<file path="src/rtl/ula_74181_if.sv">
// Operand/result bundle for one 74181-compatible ALU slice.
// The master drives operands and function select; the slave returns registered results.
interface ula_74181_if;
    logic [3:0] a;
    logic [3:0] b;
    logic [3:0] s;
    logic       m;
    logic       c_in;
    logic [3:0] f;
    logic       a_eq_b;
    logic       c_out;

    modport master (
        output a, b, s, m, c_in,
        input  f, a_eq_b, c_out
    );

    modport slave (
        input  a, b, s, m, c_in,
        output f, a_eq_b, c_out
    );
endinterface

</file>
<file path="src/rtl/ula_74181.sv">
// 4-bit ALU slice, function-compatible with the 74181 (active-high data), registered outputs.
// Arithmetic mode forms {c_out,f} = X + Y + c_in from per-function operand pairs.
module ula_74181 (
    input  logic         clk,
    input  logic         rst,
    ula_74181_if.slave   bus
);

    logic [3:0] w_x;
    logic [3:0] w_y;
    logic [3:0] w_logic;
    logic [4:0] w_sum;
    logic [3:0] w_f_next;
    logic       w_c_next;

    logic [3:0] r_f;
    logic       r_c_out;
    logic       r_a_eq_b;

    always_comb begin
        w_logic = 4'b0000;
        case (bus.s)
            4'h0: w_logic = ~bus.a;
            4'h1: w_logic = ~(bus.a | bus.b);
            4'h2: w_logic = ~bus.a & bus.b;
            4'h3: w_logic = 4'b0000;
            4'h4: w_logic = ~(bus.a & bus.b);
            4'h5: w_logic = ~bus.b;
            4'h6: w_logic = bus.a ^ bus.b;
            4'h7: w_logic = bus.a & ~bus.b;
            4'h8: w_logic = ~bus.a | bus.b;
            4'h9: w_logic = ~(bus.a ^ bus.b);
            4'hA: w_logic = bus.b;
            4'hB: w_logic = bus.a & bus.b;
            4'hC: w_logic = 4'b1111;
            4'hD: w_logic = bus.a | ~bus.b;
            4'hE: w_logic = bus.a | bus.b;
            4'hF: w_logic = bus.a;
        endcase
    end

    // Operand pair for the adder; subtract-style functions use ~B or all-ones as Y.
    always_comb begin
        w_x = 4'b0000;
        w_y = 4'b0000;
        case (bus.s)
            4'h0: begin w_x = bus.a;            w_y = 4'b0000;          end
            4'h1: begin w_x = bus.a | bus.b;    w_y = 4'b0000;          end
            4'h2: begin w_x = bus.a | ~bus.b;   w_y = 4'b0000;          end
            4'h3: begin w_x = 4'b0000;          w_y = 4'b1111;          end
            4'h4: begin w_x = bus.a;            w_y = bus.a & ~bus.b;   end
            4'h5: begin w_x = bus.a | bus.b;    w_y = bus.a & ~bus.b;   end
            4'h6: begin w_x = bus.a;            w_y = ~bus.b;           end
            4'h7: begin w_x = bus.a & ~bus.b;   w_y = 4'b1111;          end
            4'h8: begin w_x = bus.a;            w_y = bus.a & bus.b;    end
            4'h9: begin w_x = bus.a;            w_y = bus.b;            end
            4'hA: begin w_x = bus.a | ~bus.b;   w_y = bus.a & bus.b;    end
            4'hB: begin w_x = bus.a & bus.b;    w_y = 4'b1111;          end
            4'hC: begin w_x = bus.a;            w_y = bus.a;            end
            4'hD: begin w_x = bus.a | bus.b;    w_y = bus.a;            end
            4'hE: begin w_x = bus.a | ~bus.b;   w_y = bus.a;            end
            4'hF: begin w_x = bus.a;            w_y = 4'b1111;          end
        endcase
    end

    assign w_sum    = {1'b0, w_x} + {1'b0, w_y} + {4'b0000, bus.c_in};
    assign w_f_next = bus.m ? w_logic : w_sum[3:0];
    assign w_c_next = ~bus.m & w_sum[4];

    always_ff @(posedge clk) begin
        if (rst) begin
            r_f      <= 4'b0000;
            r_c_out  <= 1'b0;
            r_a_eq_b <= 1'b0;
        end else begin
            r_f      <= w_f_next;
            r_c_out  <= w_c_next;
            r_a_eq_b <= (w_f_next == 4'b1111);
        end
    end

    assign bus.f      = r_f;
    assign bus.c_out  = r_c_out;
    assign bus.a_eq_b = r_a_eq_b;

endmodule

</file>
<file path="src/flat_wrapper.sv">
// flat-port wrapper written by rule: the top's interface ports become plain ports
module ula_74181_flat 
  (clk, rst, bus_a, bus_b, bus_s, bus_m, bus_c_in, bus_f, bus_a_eq_b, bus_c_out);
  ula_74181_if bus_i ();
  input  logic clk;
  input  logic rst;
  input wire logic [$bits(bus_i.a)-1:0] bus_a;
  input wire logic [$bits(bus_i.b)-1:0] bus_b;
  input wire logic [$bits(bus_i.s)-1:0] bus_s;
  input wire logic [$bits(bus_i.m)-1:0] bus_m;
  input wire logic [$bits(bus_i.c_in)-1:0] bus_c_in;
  output wire logic [$bits(bus_i.f)-1:0] bus_f;
  output wire logic [$bits(bus_i.a_eq_b)-1:0] bus_a_eq_b;
  output wire logic [$bits(bus_i.c_out)-1:0] bus_c_out;
  assign bus_i.a = bus_a;
  assign bus_i.b = bus_b;
  assign bus_i.s = bus_s;
  assign bus_i.m = bus_m;
  assign bus_i.c_in = bus_c_in;
  assign bus_f = bus_i.f;
  assign bus_a_eq_b = bus_i.a_eq_b;
  assign bus_c_out = bus_i.c_out;
  ula_74181 u_core (.clk(clk), .rst(rst), .bus(bus_i));
endmodule
</file>
<file path="config.mk">
export PLATFORM = sky130hd
export DESIGN_NAME = ula_74181_flat
export DESIGN_NICKNAME = d
export VERILOG_FILES = /design/src/rtl/ula_74181_if.sv /design/src/rtl/ula_74181.sv /design/src/flat_wrapper.sv
export SDC_FILE = /design/constraint.sdc
export NUM_CORES = 1
export LEC_CHECK = 0
export CAP_MARGIN = 10
export CORE_MARGIN = 3
export CORE_UTILIZATION = 45
export DETAILED_ROUTE_END_ITERATION = 8
export PLACE_DENSITY_LB_ADDON = 0.12
export SYNTH_ARGS = -nofsm -noshare
export SYNTH_HDL_FRONTEND = slang
export SYNTH_SLANG_ARGS = --single-unit
</file>
<file path="constraint.sdc">
create_clock -name clk -period 5.9 [get_ports clk]
set_input_delay 1.18 -clock clk [delete_from_list [all_inputs] [get_ports clk]]
set_output_delay 1.18 -clock clk [all_outputs]
set_load 0.02 [all_outputs]
</file>
; ---- Word level (Yosys, flattened, before mapping)
; Cells that the tools add are included.
; W data, S select, Z words.
[word_totals]
out_inout_bits = 6
ff_bits = 6
wordCells = 48
in_bits = 16
[op_classes]
mux = 4
add_sub_neg = 2
eq_ne = 16
bitwise = 14
n_reduce_logical = 9
[op_table]
columns = operator, count
row1 = $pmux W4 S16, 1
row2 = $eq A4 B4 Y1 const B, 9
row3 = $pmux W4 S7, 1
row4 = $pmux W4 S6, 1
row5 = $not A4 Y4, 5
row6 = $eq A4 B3 Y1 const B, 4
row7 = $and A4 B4 Y4, 3
row8 = $or A4 B4 Y4, 3
row9 = $reduce_or A3 Y1, 4
row10 = $eq A4 B2 Y1 const B, 2
row11 = $reduce_or A7 Y1, 1
row12 = $add A4 B4 Y5, 1
row13 = $add A5 B1 Y5, 1
row14 = $eq A4 B1 Y1 const B, 1
row15 = $logic_not A4 Y1, 1
row16 = $mux W4, 1
row17 = $reduce_or A2 Y1, 2
row18 = $reduce_or A4 Y1, 1
row19 = $xor A4 B4 Y4, 1
row20 = $and A1 B1 Y1, 1
row21 = $not A1 Y1, 1

; ---- Logic depth before layout (Yosys ltp)
[depth]
word_depth = 7
depth_mapped = 15

; ---- Least setup slack after synthesis
; OpenSTA, ideal clock, no wires.
[synth_path]
path_type = in2reg
from = input bus_s[3]
to = register u_core.r_a_eq_b (netlist: u_core.bus.a_eq_b)
required_ns = 5.797
setup_ns = 0.103
stages = 14
t_arrival_ns = 3.742
slack_ns = 2.055
path_buffers = 2
cell_sequence = buf_2 buf_2 inv_1 o21ai_0 a22oi_1 a221oi_1 o21ai_0 fa_1 inv_1 fa_1 nor2b_1 a21oi_1 o31ai_1 a2111oi_2
[synth_via]
elab_chain_cells = 7
[synth_rtl]
columns = element, line
row1 = from (decl), flat_wrapper.sv:9  ; input wire logic [$bits(bus_i.s)-1:0] bus_s;
row2 = $eq A4 B3 Y1 (tied with other cells), "ula_74181.sv:22, ula_74181.sv:46"
row3 = $reduce_or A7 Y1 (no source line) (tied with other cells), n/a
row4 = $pmux W4 S6 or $pmux W4 S7 (tied branches), ula_74181.sv:46  ; case (bus.s)
row5 = $add A4 B4 Y5, ula_74181.sv:66  ; assign w_sum = {1'b0, w_x} + {1'b0, w_y} + {4'b0000, bus.c_in};
row6 = $add A5 B1 Y5, ula_74181.sv:66
row7 = $mux W4 (*), ula_74181.sv:67  ; assign w_f_next = bus.m ? w_logic : w_sum[3:0];
row8 = $eq A4 B4 Y1 (*), ula_74181.sv:78  ; r_a_eq_b <= (w_f_next == 4'b1111);
row9 = to (signal assigned), ula_74181.sv:78
row10 = to (decl), ula_74181.sv:18  ; logic r_a_eq_b;
; Every way passes the cells marked *; elsewhere a longest branch is shown, timed or not.
; A chain may end at the register's enable or synchronous reset.

; ---- Worst setup path after layout
[layout_path]
from = input bus_s[2]
to = register u_core.r_a_eq_b (netlist: u_core.bus.a_eq_b)
; The elaborated chain is that of the path after synthesis.

==> flow_summary.yaml <==
timing:
  hold_ws_ps: 1590
  finalSetupTns_ps: 0
  rsz0062_at_grt: "false"
  slew_violations: 0
  hold_viol: 0
  finalSetupViolations: 0
  finalCritPeriodShare: 0.773
  finalCriticalPeriod_ps: 4560
  max_freq_mhz: 219
  worst_pin_slew_ps: 719
  relSlewSlack: 0.520
clocking:
  cts_tree: "done"
  h-tree-depth: 1
  holdBufCountCts: 0
  cts_setup_buffers: 0
  numCtsBuffers: 3
  cts_buffer_depth: 2
  root_buffer: "clkbuf_4"
  clkSinkCount: 6
  clk_pin_slew_ps: 50
  cts_resized: 0
synthesis:
  synth_fp_nets: 251
  syn_inst: 214
  syn_area_per_cell_um2: 7.37
  synth_cell_type_count: 59
  yosysTopAreaCellShare: 0.151
  synthFlopType: "dfxtp_1"
  synth-async-reset-ratio: 0
  synth_commonest_cells: "19 x ha_1, 17 x nand2_1, 16 x a21oi_1"
  syn_area_um2: 1580
  synth.most_common_cell: "ha_1"
  ys_top_cells_by_area: "ha_1 15%, dfxtp_1 7.6%, a21oi_1 5.1%"
  yosysTopAreaCell: "ha_1"
  synth_edf_count: 0
  ys_warn_count: 0
  ys_seq_area_frac: 0.0761
  ys_seq_elements: 6
die:
  die-area_um2: 4250
  initial_core_util: 0.493
  die-height_um: 65.2
  die_w_um: 65.2
  pin_count: 22
  core_area_um2: 3200
  row_count: 20
drt:
  wl_um: 4390
  vias: 1660
  vias_per_cell: 6.19
  ant_nets: 0
  topRoutingLayerUsed: "met4"
  wl_met2_um: 2030
  wl_met3_um: 376
  wl_per_cell_um: 16.4
  drtPass1Iterations: 4
  drtIter0Drc: 170
  post-route-drc-count: 0
  wl_met1_um: 1930
worst_setup_path:
  end_kind: "register"
  critPathLaunchType: "primary input"
  critPathArrivalTime_ps: 4710
  crit_family: "compound AO/OA/AOI/OAI gates"
  worstPathCellList: "clkdlybuf4s50_1 > inv_2 > o21ai_0 > a22oi_1 > a221oi_1 > o21ai_0 > fa_1 > inv_1 > fa_1 > nor2b_1 > a21oi_1 > o31ai_1 > a2111oi_2"
  criticalPathCategory: "primary input to register"
  required_ps: 6050
  slowest_stage: "clkdlybuf4s50_1"
  slowest_delay_ps: 890
  crit_fanout: 21
  crit_buf_inv: 3
power_and_ir_drop:
  pwr-share-comb: 0.631
  p_switching_uw: 101
  p_per_area_nw_per_um2: 132
  p_seq_frac: 0.201
  p_int_uw: 134
  peakVddDrop_mv: 0.0780
  switching_share: 0.430
  cellLeakagePower_uw: 0.000743
  p_clk_frac: 0.168
finish:
  fin_nets: 263
  area_growth_pct: 13.2
  fin_util: 0.557
  drive_above_1_share: 0.0536
  fillers: 339
  n_antenna_cell: 0
  finalNonFillerCells: 268
global_route:
  grt_pass1_vias: 1534
  grt_use_total: 0.209
  antenna_found_initial: 0
  grt_overflow: 0
  grt_max_degree: 26
  grt_pass1_wl_um: 7150
placement:
  hpwlAfterDp_um: 3340
  routabilityCongestion: 0.904
  io_buffers: 21
  dpl.cell_count: 265
run_status:
  outcome: "finished, final reports clean"
run:
  drv_cap: 0
hold_path:
  hold_path_class: "primary input to register"
power groups by stage:
stage / clock [µW] / combinational, µW / sequential, µW
2_1_floorplan: 0 / 95.9 / 54.8
3_3_place_gp: 0 / 145 / 47.7
3_5_place_dp: 0 / 146 / 48.2
4_1_cts: 39.9 / 147 / 47.3
5_1_grt: 43.6 / 163 / 47.7
6_report: 39.6 / 148 / 47.2
sequential cells by signal, indices dropped and copies added, names as in the netlist:
name / flops
u_core.bus.c_out: 1
u_core.bus.f: 4
u_core.bus.a_eq_b: 1
through the flow:
| step | worst slack (ps) | cell area (µm²) | power [µW] |
|---|---|---|---|
| floorplan | 2050 | 1580 | 151 |
| global placement | 1200 | 1760 | 193 |
| detailed placement | 1120 | 1760 | 195 |
| CTS | 1370 | 1790 | 234 |
| global route | 1080 | 1790 | 254 |
| finish | 1340 | 1790 | 235 |
layout by cell type, fill, tap and decap left out, types with 2 or more instances in the layout:
| cell type | instances |
|---|---|
| clkdlybuf4s50_1 | 21 |
| ha_1 | 19 |
| nand2_1 | 17 |
| a21oi_1 | 16 |
| inv_1 | 13 |
| nor2_1 | 11 |
| o21ai_0 | 9 |
| nand2b_1 | 9 |
| nand3_1 | 7 |
| nand3b_1 | 6 |
| dfxtp_1 | 6 |
| a211oi_1 | 5 |
| o32ai_1 | 5 |
| a21o_1 | 5 |
| mux2i_1 | 4 |
| nor2b_1 | 4 |
| nor3_1 | 4 |
| buf_4 | 4 |
| a22oi_1 | 3 |
| nor3b_1 | 3 |
| or3_1 | 3 |
| o31ai_1 | 3 |
| clkbuf_4 | 3 |
| o2bb2ai_1 | 2 |
| a211o_1 | 2 |
| a2111oi_2 | 2 |
| a2bb2oi_1 | 2 |
| o2111ai_1 | 2 |
| o211ai_1 | 2 |
| o21ai_1 | 2 |
| and3b_1 | 2 |
| fa_1 | 2 |
per-layer routing:
metal	track usage	up-vias
li1	-	819
met1	0.288	751
met2	0.338	82
met3	0.0359	8
met4	0.0518	0
met5	0	-
layout make-up:
| type | count | area [µm²] | area share |
|---|---|---|---|
| multi-input cells | 176 | 1290 | 0.725 |
| repair buffers | 25 | 240 | 0.135 |
| clock buffers | 3 | 22.5 | 0.0126 |
| inverters | 14 | 52.6 | 0.0294 |
| well taps | 44 | 55.1 | 0.0308 |
| flip-flops and latches | 6 | 120 | 0.0673 |
worst paths after layout:
check      from                            to  cells after the start  slack, ps
max    bus_s[2]  u_core.bus.a_eq_b$_SDFF_PP0_                     13       1340
min         rst    u_core.bus.f[1]$_SDFF_PP0_                      2       1590
logic make-up after synthesis:
family,Yosys count,synth area share
simple gates,75,0.265
compound gates,71,0.320
buf+inv,32,0.103
fa+ha+maj,21,0.176
mux,7,0.0492
flops,6,0.0761
xor+xnor,2,0.0111
Note: power is estimated with default switching activity, not from simulation.
